File: src/rtl/life_pkg.sv
// Shared types and constants for the Life raster-scan generator.
// LIFE_SCAN_WRAP_EN adds toroidal halo rows (row Y-1 before the board, row 0 after).
package life_pkg;

  typedef enum logic [1:0] {
    S_IDLE   = 2'd0,
    S_FETCH  = 2'd1,
    S_PRIME  = 2'd2,
    S_STREAM = 2'd3
  } scan_state_e;

`ifdef LIFE_SCAN_WRAP_EN
  localparam int HALO_ROWS = 2;
`else
  localparam int HALO_ROWS = 0;
`endif

  function automatic int rows_per_scan(input int y);
    return y + HALO_ROWS;
  endfunction

endpackage

File: src/rtl/life_scan_gen_if.sv
// Cell stream (valid/ready) and row-memory read port of the Life scan generator.
interface life_scan_gen_if #(
  parameter int X     = 8,
  parameter int LOG2Y = 3
);
  logic             new_data;
  logic             new_valid;
  logic             ready;
  logic             mem_rd;
  logic [LOG2Y-1:0] mem_addr;
  logic [X-1:0]     mem_rdata;

  modport master (
    output new_data, new_valid, mem_rd, mem_addr,
    input  ready, mem_rdata
  );

  modport slave (
    input  new_data, new_valid, mem_rd, mem_addr,
    output ready, mem_rdata
  );
endinterface

File: src/rtl/life_row_buf.sv
// Current/next row registers for the scan generator, with read-data bypass
// and the per-column bit select that drives the serial cell output.
module life_row_buf #(
  parameter int X     = 8,
  parameter int LOG2X = 3
) (
  input  logic             clk,
  input  logic             rst_n,
  input  logic             prime_i,
  input  logic             rd_pend_i,
  input  logic             advance_i,
  input  logic             valid_i,
  input  logic [X-1:0]     rdata_i,
  input  logic [LOG2X-1:0] col_i,
  output logic             data_o
);

  logic [X-1:0] cur_row_q, cur_row_d;
  logic [X-1:0] next_row_q, next_row_d;

  always_comb begin
    cur_row_d  = cur_row_q;
    next_row_d = next_row_q;
    if (rd_pend_i) next_row_d = rdata_i;
    if (prime_i) begin
      cur_row_d = rdata_i;
    end else if (advance_i) begin
      // Read data arriving this very cycle has not reached next_row yet.
      cur_row_d = rd_pend_i ? rdata_i : next_row_q;
    end
  end

  always_ff @(posedge clk or negedge rst_n) begin
    if (!rst_n) begin
      cur_row_q  <= '0;
      next_row_q <= '0;
    end else begin
      cur_row_q  <= cur_row_d;
      next_row_q <= next_row_d;
    end
  end

  assign data_o = valid_i & cur_row_q[col_i];

endmodule

File: src/rtl/life_scan_gen.sv
// Raster-scan generator: reads board rows and serialises them row-major, LSB first,
// onto a valid/ready cell stream with one-row prefetch. Option: LIFE_SCAN_WRAP_EN.
//   state  | meaning
//   IDLE   | waiting for start
//   FETCH  | read strobe for the first emitted row
//   PRIME  | first row data captured into the current-row register
//   STREAM | cells presented; prefetch of the next row at column X-2
module life_scan_gen
  import life_pkg::*;
#(
  parameter int X     = 8,
  parameter int Y     = 8,
  parameter int LOG2X = 3,
  parameter int LOG2Y = 3
) (
  input  logic            clk,
  input  logic            rst_n,
  input  logic            start,
  output logic            busy,
  output logic            done,
  life_scan_gen_if.master bus
);

  localparam int R          = rows_per_scan(Y);
  localparam int ROW_OFFSET = (HALO_ROWS != 0) ? Y - 1 : 0;
  localparam logic [LOG2X-1:0] COL_LAST = LOG2X'(X - 1);
  localparam logic [LOG2X-1:0] COL_PRE  = LOG2X'(X - 2);
  localparam logic [LOG2Y:0]   ROW_LAST = (LOG2Y + 1)'(R - 1);

  scan_state_e      state_q, state_d;
  logic [LOG2X-1:0] col_q, col_d;
  logic [LOG2Y:0]   row_q, row_d;
  logic             done_q, done_d;
  logic             rd_pend_q;
  logic             rd;
  logic [LOG2Y:0]   rd_idx;
  logic             prime;
  logic             advance;

  function automatic logic [LOG2Y-1:0] row_addr(input logic [LOG2Y:0] idx);
    int unsigned sum;
    sum = 32'(idx) + ROW_OFFSET;
    return LOG2Y'(sum % Y);
  endfunction

  always_comb begin
    state_d = state_q;
    col_d   = col_q;
    row_d   = row_q;
    done_d  = 1'b0;
    rd      = 1'b0;
    rd_idx  = '0;
    prime   = 1'b0;
    advance = 1'b0;
    case (state_q)
      S_IDLE: begin
        if (start) begin
          state_d = S_FETCH;
          col_d   = '0;
          row_d   = '0;
        end
      end
      S_FETCH: begin
        rd      = 1'b1;
        state_d = S_PRIME;
      end
      S_PRIME: begin
        prime   = 1'b1;
        col_d   = '0;
        state_d = S_STREAM;
      end
      S_STREAM: begin
        if (bus.ready) begin
          if (col_q == COL_LAST) begin
            col_d   = '0;
            advance = 1'b1;
            if (row_q == ROW_LAST) begin
              state_d = S_IDLE;
              done_d  = 1'b1;
              row_d   = '0;
            end else begin
              row_d = row_q + 1'b1;
            end
          end else begin
            col_d = col_q + 1'b1;
            if (col_q == COL_PRE && row_q != ROW_LAST) begin
              rd     = 1'b1;
              rd_idx = row_q + 1'b1;
            end
          end
        end
      end
      default: state_d = S_IDLE;
    endcase
  end

  always_ff @(posedge clk or negedge rst_n) begin
    if (!rst_n) begin
      state_q   <= S_IDLE;
      col_q     <= '0;
      row_q     <= '0;
      done_q    <= 1'b0;
      rd_pend_q <= 1'b0;
    end else begin
      state_q   <= state_d;
      col_q     <= col_d;
      row_q     <= row_d;
      done_q    <= done_d;
      rd_pend_q <= rd && (state_q == S_STREAM);
    end
  end

  life_row_buf #(.X(X), .LOG2X(LOG2X)) u_row_buf (
    .clk       (clk),
    .rst_n     (rst_n),
    .prime_i   (prime),
    .rd_pend_i (rd_pend_q),
    .advance_i (advance),
    .valid_i   (bus.new_valid),
    .rdata_i   (bus.mem_rdata),
    .col_i     (col_q),
    .data_o    (bus.new_data)
  );

  assign bus.new_valid = (state_q == S_STREAM);
  assign bus.mem_rd    = rd;
  assign bus.mem_addr  = rd ? row_addr(rd_idx) : '0;
  assign busy          = (state_q != S_IDLE);
  assign done          = done_q;

endmodule

File: src/flat_wrapper.sv
// flat-port wrapper written by rule: the top's interface ports become plain ports
module life_scan_gen_flat import life_pkg::*;
#(
  parameter int X     = 8,
  parameter int Y     = 8,
  parameter int LOG2X = 3,
  parameter int LOG2Y = 3
)
  (clk, rst_n, start, busy, done, bus_new_data, bus_new_valid, bus_mem_rd, bus_mem_addr, bus_ready, bus_mem_rdata);
  life_scan_gen_if #(.X(X), .LOG2Y(LOG2Y)) bus_i ();
  input  logic clk;
  input  logic rst_n;
  input  logic start;
  output logic busy;
  output logic done;
  output wire logic [$bits(bus_i.new_data)-1:0] bus_new_data;
  output wire logic [$bits(bus_i.new_valid)-1:0] bus_new_valid;
  output wire logic [$bits(bus_i.mem_rd)-1:0] bus_mem_rd;
  output wire logic [$bits(bus_i.mem_addr)-1:0] bus_mem_addr;
  input wire logic [$bits(bus_i.ready)-1:0] bus_ready;
  input wire logic [$bits(bus_i.mem_rdata)-1:0] bus_mem_rdata;
  assign bus_new_data = bus_i.new_data;
  assign bus_new_valid = bus_i.new_valid;
  assign bus_mem_rd = bus_i.mem_rd;
  assign bus_mem_addr = bus_i.mem_addr;
  assign bus_i.ready = bus_ready;
  assign bus_i.mem_rdata = bus_mem_rdata;
  life_scan_gen #(.X(X), .Y(Y), .LOG2X(LOG2X), .LOG2Y(LOG2Y)) u_core (.clk(clk), .rst_n(rst_n), .start(start), .busy(busy), .done(done), .bus(bus_i));
endmodule
File: config.mk
export PLATFORM = sky130hd
export DESIGN_NAME = life_scan_gen_flat
export DESIGN_NICKNAME = d
export VERILOG_FILES = /design/src/rtl/life_pkg.sv /design/src/rtl/life_scan_gen_if.sv /design/src/rtl/life_row_buf.sv /design/src/rtl/life_scan_gen.sv /design/src/flat_wrapper.sv
export SDC_FILE = /design/constraint.sdc
export NUM_CORES = 1
export LEC_CHECK = 0
export ABC_AREA = 0
export BUFFER_PORTS_ARGS = -buffer_cell sky130_fd_sc_hd__buf_2
export CAP_MARGIN = 30
export CORE_ASPECT_RATIO = 1.1
export CORE_MARGIN = 3
export CORE_UTILIZATION = 40
export DETAILED_ROUTE_END_ITERATION = 8
export PLACE_DENSITY = 0.66
export SYNTH_ARGS = -nofsm -noshare
export SYNTH_HDL_FRONTEND = slang
export SYNTH_SLANG_ARGS = --single-unit
File: constraint.sdc
create_clock -name clk -period 3.4 [get_ports clk]
set_input_delay 0.51 -clock clk [delete_from_list [all_inputs] [get_ports clk]]
set_output_delay 0.51 -clock clk [all_outputs]
set_load 0.05 [all_outputs]
=== Word level (Yosys, flattened, before mapping) ===
Cells that the tools add are included.

* Flip-flop bits (word level): 27
* Bits of input ports: 12

* Add/subtract/negate cells: 2
* Order comparisons: 1
* Equality and inequality tests: 11
* Muxes and demuxes: 36
* Bitwise gates (word level): 1
* Reductions and logical operators: 10

{| class="wikitable"
|+ Operator list
! cell !! count
|-
| 3-bit 2-to-1 mux || 8
|-
| 8-bit 2-to-1 mux || 3
|-
| 4-bit 2-to-1 mux || 4
|-
| 1-bit 2-to-1 mux || 12
|-
| 3-bit one-hot mux with 3 select lines || 1
|-
| 2-bit 2-to-1 mux || 4
|-
| 2-bit one-hot mux with 4 select lines || 1
|-
| 4-bit one-hot mux with 2 select lines || 1
|-
| 4-bit AND reduction || 2
|-
| 3-bit == test, second input constant || 2
|-
| 2-bit nonzero test || 3
|-
| 4-bit by 1-bit adder with 4-bit output, second input constant || 1
|-
| 2-bit == test, second input constant || 2
|-
| 4-bit by 3-bit == test with 1-bit output, second input constant || 1
|-
| 3-bit by 4-bit < comparator with 1-bit output, second input constant || 1
|-
| 2-bit by 1-bit != test with 1-bit output, second input constant || 2
|-
| 2-bit != test, second input constant || 2
|-
| 4-bit by 3-bit != test with 1-bit output, second input constant || 1
|-
| 3-bit by 1-bit adder with 3-bit output, second input constant || 1
|-
| 1-bit binary-select mux with 3-bit select || 1
|-
| 3-bit AND reduction || 1
|-
| 3-bit nonzero test || 1
|-
| 2-bit by 1-bit == test with 1-bit output, second input constant || 1
|-
| 1-bit logical AND || 2
|-
| 3 further kinds || 3
|}

=== Depth between registers and ports, before layout ===
* Depth in word-level cells: 7
* Depth in mapped cells: 6
* Depth with buffers taken out: 5

=== Modules after synthesis ===
Synthesis repeated with hierarchy kept, for this count alone.

* Cells, all modules: 128
* Area total of the unflattened synthesis: 1455.1 um2

{| class="wikitable"
|+ Modules (own cells, without submodules)
! module !! times used !! cells an instance !! area each (um2) !! sequential area each (um2)
|-
| life_row_buf || 1 || 58 || 732.0 || 400.4
|-
| life_scan_gen || 1 || 70 || 723.2 || 275.3
|}

=== Worst setup path after synthesis ===
Ideal clock, no wire load.

* Kind: register to output
* Start point: register u_core.state_q[1]
* End point: output port bus_new_data
* Data arrival time: 2.391 ns
* Data required time: 2.890 ns
* Setup slack: 0.499 ns
* Cell stages (with the launch flop): 5
* Buffers on the path: 1
* Cell sequence: dfrtp_1 -> ha_1 -> buf_6 -> o31ai_1 -> a311oi_1

* Cells in the longest elaborated chain, start to end: 2

{| class="wikitable"
|+ Ends and longest elaborated chain
! item !! RTL line !! source
|-
| from (decl) || life_scan_gen.sv:30 || <nowiki>scan_state_e state_q, state_d;</nowiki>
|-
| from (signal assigned) || life_scan_gen.sv:105 || <nowiki>state_q <= state_d;</nowiki>
|-
| 2-bit == test || life_scan_gen.sv:125 || <nowiki>assign bus.new_valid = (state_q == S_STREAM);</nowiki>
|-
| net bus_new_valid || flat_wrapper.sv:17 || <nowiki>output wire logic [$bits(bus_i.new_valid)-1:0] bus_new_valid;</nowiki>
|-
| 1-bit AND || life_row_buf.sv:43 || <nowiki>assign data_o = valid_i & cur_row_q[col_i];</nowiki>
|-
| to (decl) || flat_wrapper.sv:16 || <nowiki>output wire logic [$bits(bus_i.new_data)-1:0] bus_new_data;</nowiki>
|}

The timed path passes the listed nets, and every way through them passes these cells.

=== Final worst setup path ===
* Start point: register u_core.col_q[0]
* End point: output port bus_mem_addr[0]

* Cells in the longest elaborated chain, start to end: 7
* Elaborated cells between the ends (all ways): 12

{| class="wikitable"
|+ Ends and longest elaborated chain
! item !! RTL line !! source
|-
| from (decl) || life_scan_gen.sv:31 || <nowiki>logic [LOG2X-1:0] col_q, col_d;</nowiki>
|-
| from (signal assigned) || life_scan_gen.sv:106 || <nowiki>col_q <= col_d;</nowiki>
|-
| 3-bit == test || life_scan_gen.sv:86 || <nowiki>if (col_q == COL_PRE && row_q != ROW_LAST) begin</nowiki>
|-
| 1-bit logical AND || life_scan_gen.sv:86 ||
|-
| 1-bit 2-to-1 mux / 3-bit 2-to-1 mux (equally long branches) || life_scan_gen.sv:86 ||
|-
| 1-bit 2-to-1 mux / 3-bit 2-to-1 mux (equally long branches) || life_scan_gen.sv:74 || <nowiki>if (col_q == COL_LAST) begin</nowiki>
|-
| 1-bit 2-to-1 mux / 3-bit 2-to-1 mux (equally long branches) || life_scan_gen.sv:73 || <nowiki>if (bus.ready) begin</nowiki>
|-
| 1-bit one-hot mux with 2 select lines / 3-bit 2-to-1 mux (equally long branches) || life_scan_gen.sv:55 || <nowiki>case (state_q)</nowiki>
|-
| 3-bit 2-to-1 mux * || life_scan_gen.sv:127 || <nowiki>assign bus.mem_addr = rd ? row_addr(rd_idx) : '0;</nowiki>
|-
| to (decl) || flat_wrapper.sv:19 || <nowiki>output wire logic [$bits(bus_i.mem_addr)-1:0] bus_mem_addr;</nowiki>
|}

Every way passes the cells marked *; elsewhere a longest branch is shown, timed or not.

==> metrics.md <==
| Metric | Value |
|---|---|
| Outcome | completed |
| Residual antenna-violating net count after detailed routing | 0 |
| Total leakage power | 0.736 nW |
| Share of Yosys cell area claimed by the top area cell type | between 40% and 50% |
| Die outline area | 4400 sq um |
| Gate count of the mapped netlist | approximately 130 |
| Bufs on Longest Clock Path | 2 |
| Cts-stage hold buffer count | 0 |
| Setup repair after global routing missed its margin | false |
| Max-cap check violation count | 0 |
| Per-cell routed wire length | approximately 14 microns |
| Slew Limit Fails | 0 |
| Count of instances resized after the clock tree is built | 0 |
| Time the worst path needs with I/O delays and setup | about 2500 ps |
| Post-Route Setup TNS | 0 ps |
| Global-route wire length before repair | ~4600 microns |
| Worst ir drop on vdd | around 0.29 mV |
| Cell type with the highest aggregate area in the netlist | dfrtp_1 |
| Share of the clock period used by the worst path after layout | about 72% |
| Final #Nets | around 170 |
| Post-synth top flop | dfrtp_1 |
| Terminus of the critical flop-to-flop path | u_core.row_q[2] |
| Most frequent standard cell in the layout excluding fill and tap cells | dfrtp_1 |
| Number of library cell types mapped by synthesis | 35 |
| Proportion of synthesized flip-flops having asynchronous set or reset | 100% |
| Number of iterations in the first detailed-routing pass | 2 |
| Port bufs | 19 |
| Critical path launch point type | flop |
| Worst Skew | 4.83 ps |
| GRT met1 Usage | 16.2% |
| Main area contributors after synthesis | dfrtp_1 46%, mux2_2 9.3%, ha_1 7.7%, mux2i_1 7.6%, nand2_1 2.8% |
| Initial standard-cell utilization of the core | a little over two fifths |
| Start-to-end type of the worst setup path | reg2out |
| Avg Cell Area, Syn | ~11 sq um |
| Vias post-DR | about 990 |
| Clock tree from TritonCTS | yes |
| Layout area overhead | 10.6% |
| Register-to-register path setup slack | between 1000 and 1500 ps |
| Relative max-transition margin | 58.8% |
| Total congestion overflow | 0 |
| Power per standard cell area | around 720 nW/um^2 |
| Mean number of vias per cell | roughly 5 |
| Clock network latency to the later pin of the worst-skew pair | 330 ps |
| Highest-utilization routing layer at the global route stage | met2 |
| Mapped cell area | 1460 sq um |
| Vias in the first global route | ~1000 |
| Clock H-tree levels | 1 |
| Met2 usage | 22.3% |
| Fraction of layout instances using a drive strength above 1 | approximately 27% |
| Clock root buffer master | clkbuf_4 |
| Initial antenna violation count | 0 |
| Routed wire length | around 2600 microns |
| Type of the tightest min-delay check | in2async |
| Detail Placement HPWL | around 2000 microns |
| Most used cells in the layout excluding fill and tap cells | 27 x dfrtp_1, 19 x buf_2, 12 x mux2_2 |
| Final hold violation count | 0 |
| Total number of clock tree sinks | 27 |
| CTS buffer count | 3 |
| Largest net degree at the start of global routing | 28 |
| Count of inserted antenna diode cells | 0 |
| Launching point of the worst reg2reg path | u_core.col_q[1] |
| YS warnings | 0 |
| Capturing instance or port of the critical path | bus_mem_addr[0] |
| Critical path endpoint category | output pin |
| Placeable core region | 3410 sq um |
| Post-Synthesis Net Count | about 150 |
| Worst setup path start | u_core.col_q[0] |
| Count of flip-flops with a built-in enable after synthesis | 0 |
| Clock edge transition at the registers on the reported setup and hold paths | ~150 ps |
| Height of the chip | just under 70 microns |
| Endpoint required time on the critical path | between 2000 and 3000 ps |
| Highest attainable clock frequency | about 410 MHz |
| Final setup violating endpoints | 0 |
| Number of cell rows | 22 |
| Buffers inserted during post-CTS setup optimization | 0 |
| #FFs+latches synth | 27 |
| Final Core Density | 47.1% |
| Portion of the post-synthesis area used by sequential elements | a little under half |
| Drt first-iter violations | 33 |
| Data arrival, critical path | around 1900 ps |
| Die Width | 63.5 microns |
| Met3 layer usage reported by global route | ~2.9% |
| Worst Path Max Fanout | 7 |
| Final weighted congestion of routability-driven global placement | approximately 0.8 |
| Overall track demand over capacity in global routing | between 10% and 20% |
| Least-Margin Pin Slew | just over 600 ps |
| R2r worst-path depth | 5 |
| Number of top-level pins | 20 |
| Remaining design rule violation count | 0 |
per-layer routing:
metal / vias to the layer above / routed length [microns] / part of all wire (%)
met4: 0 / 37 / 1.4
met2: 9 / 1300 / 49
met3: 4 / 70 / 2.6
met1: 480 / 1230 / 47
met5: - / 0 / 0
li1: 494 / - / -
worst min-delay path by stage:
stage	startpoint	to	slack [ps]	cells past startpoint
floorplan	rst_n	u_core.col_q[0]	210	0
global placement	u_core.u_row_buf.next_row_q[2]	u_core.u_row_buf.next_row_q[2]	480	1
detailed placement	u_core.u_row_buf.next_row_q[7]	u_core.u_row_buf.next_row_q[7]	490	1
CTS	rst_n	u_core.row_q[3]	180	1
global route	rst_n	u_core.u_row_buf.next_row_q[3]	200	1
finish	rst_n	u_core.row_q[3]	160	1
synth_stat cells (2+ instances only):
cell,count
buf_6,2
dfrtp_1,27
ha_1,9
inv_1,6
mux2_2,12
mux2i_1,11
nand2_1,11
nand3_1,2
nor2_1,11
nor2b_1,4
nor4b_1,2
o21ai_0,8
critical path, cell delays in order, from the launching register on:
cell and delay (ps):
dfrtp_1 480, ha_1 230, ha_1 230, nor2b_1 160, nand2_1 110, nor3_1 120, buf_2 280
power breakdown:
group          total (W)  leakage [nW]  switching [W]  internal (W)
Combinational   0.000475         0.392       0.000255      0.000220
Sequential      0.000532         0.330      0.0000864      0.000445
Clock           0.000146        0.0139       0.000101     0.0000451
per-stage QoR:
stage	total power [W]	area (sq um)	std cells	hold WS, ps	setup slack, ps
after floorplan	0.000908	1460	128	214	499
after global placement	0.000990	1580	191	481	1350
after detailed placement	0.00102	1580	191	486	1320
after CTS	0.00117	1610	195	179	916
after global routing	0.00125	1610	195	201	754
final	0.00115	1610	195	159	948
state kept, by name, indices dropped and copies added, names as in the netlist:
signal and cells:
u_core.state_q 2, u_core.row_q 4, u_core.col_q 3, u_core.rd_pend_q 1, u_core.u_row_buf.next_row_q 8, u_core.done 1
u_core.u_row_buf.cur_row_q 8
logic make-up (layout without fill, tap and decap cells):
group                      Yosys count  in the layout  synth area share, %
and+or+nand+nor                     39             39                 14.2
xor gates and xnor gates             1              1                0.602
buffers and inverters               10             29                 3.70
adders and majority gates            9              9                 7.74
AOI/OAI and AO/OA                   18             18                 8.94
muxes                               24             24                 18.4
DFF                                 27             27                 46.4
cell type report:
| type | count | area [sq um] |
|---|---|---|
| fill | 346 | 1800 |
| timing repair buffer | 19 | 95.1 |
| clock buffer | 3 | 22.5 |
| tap | 48 | 60.1 |
| inverter | 6 | 22.5 |
| multi-input combinational | 91 | 726 |
| sequential | 27 | 676 |
| clock inverter | 1 | 7.51 |
Power figures use the tool's default switching activity.
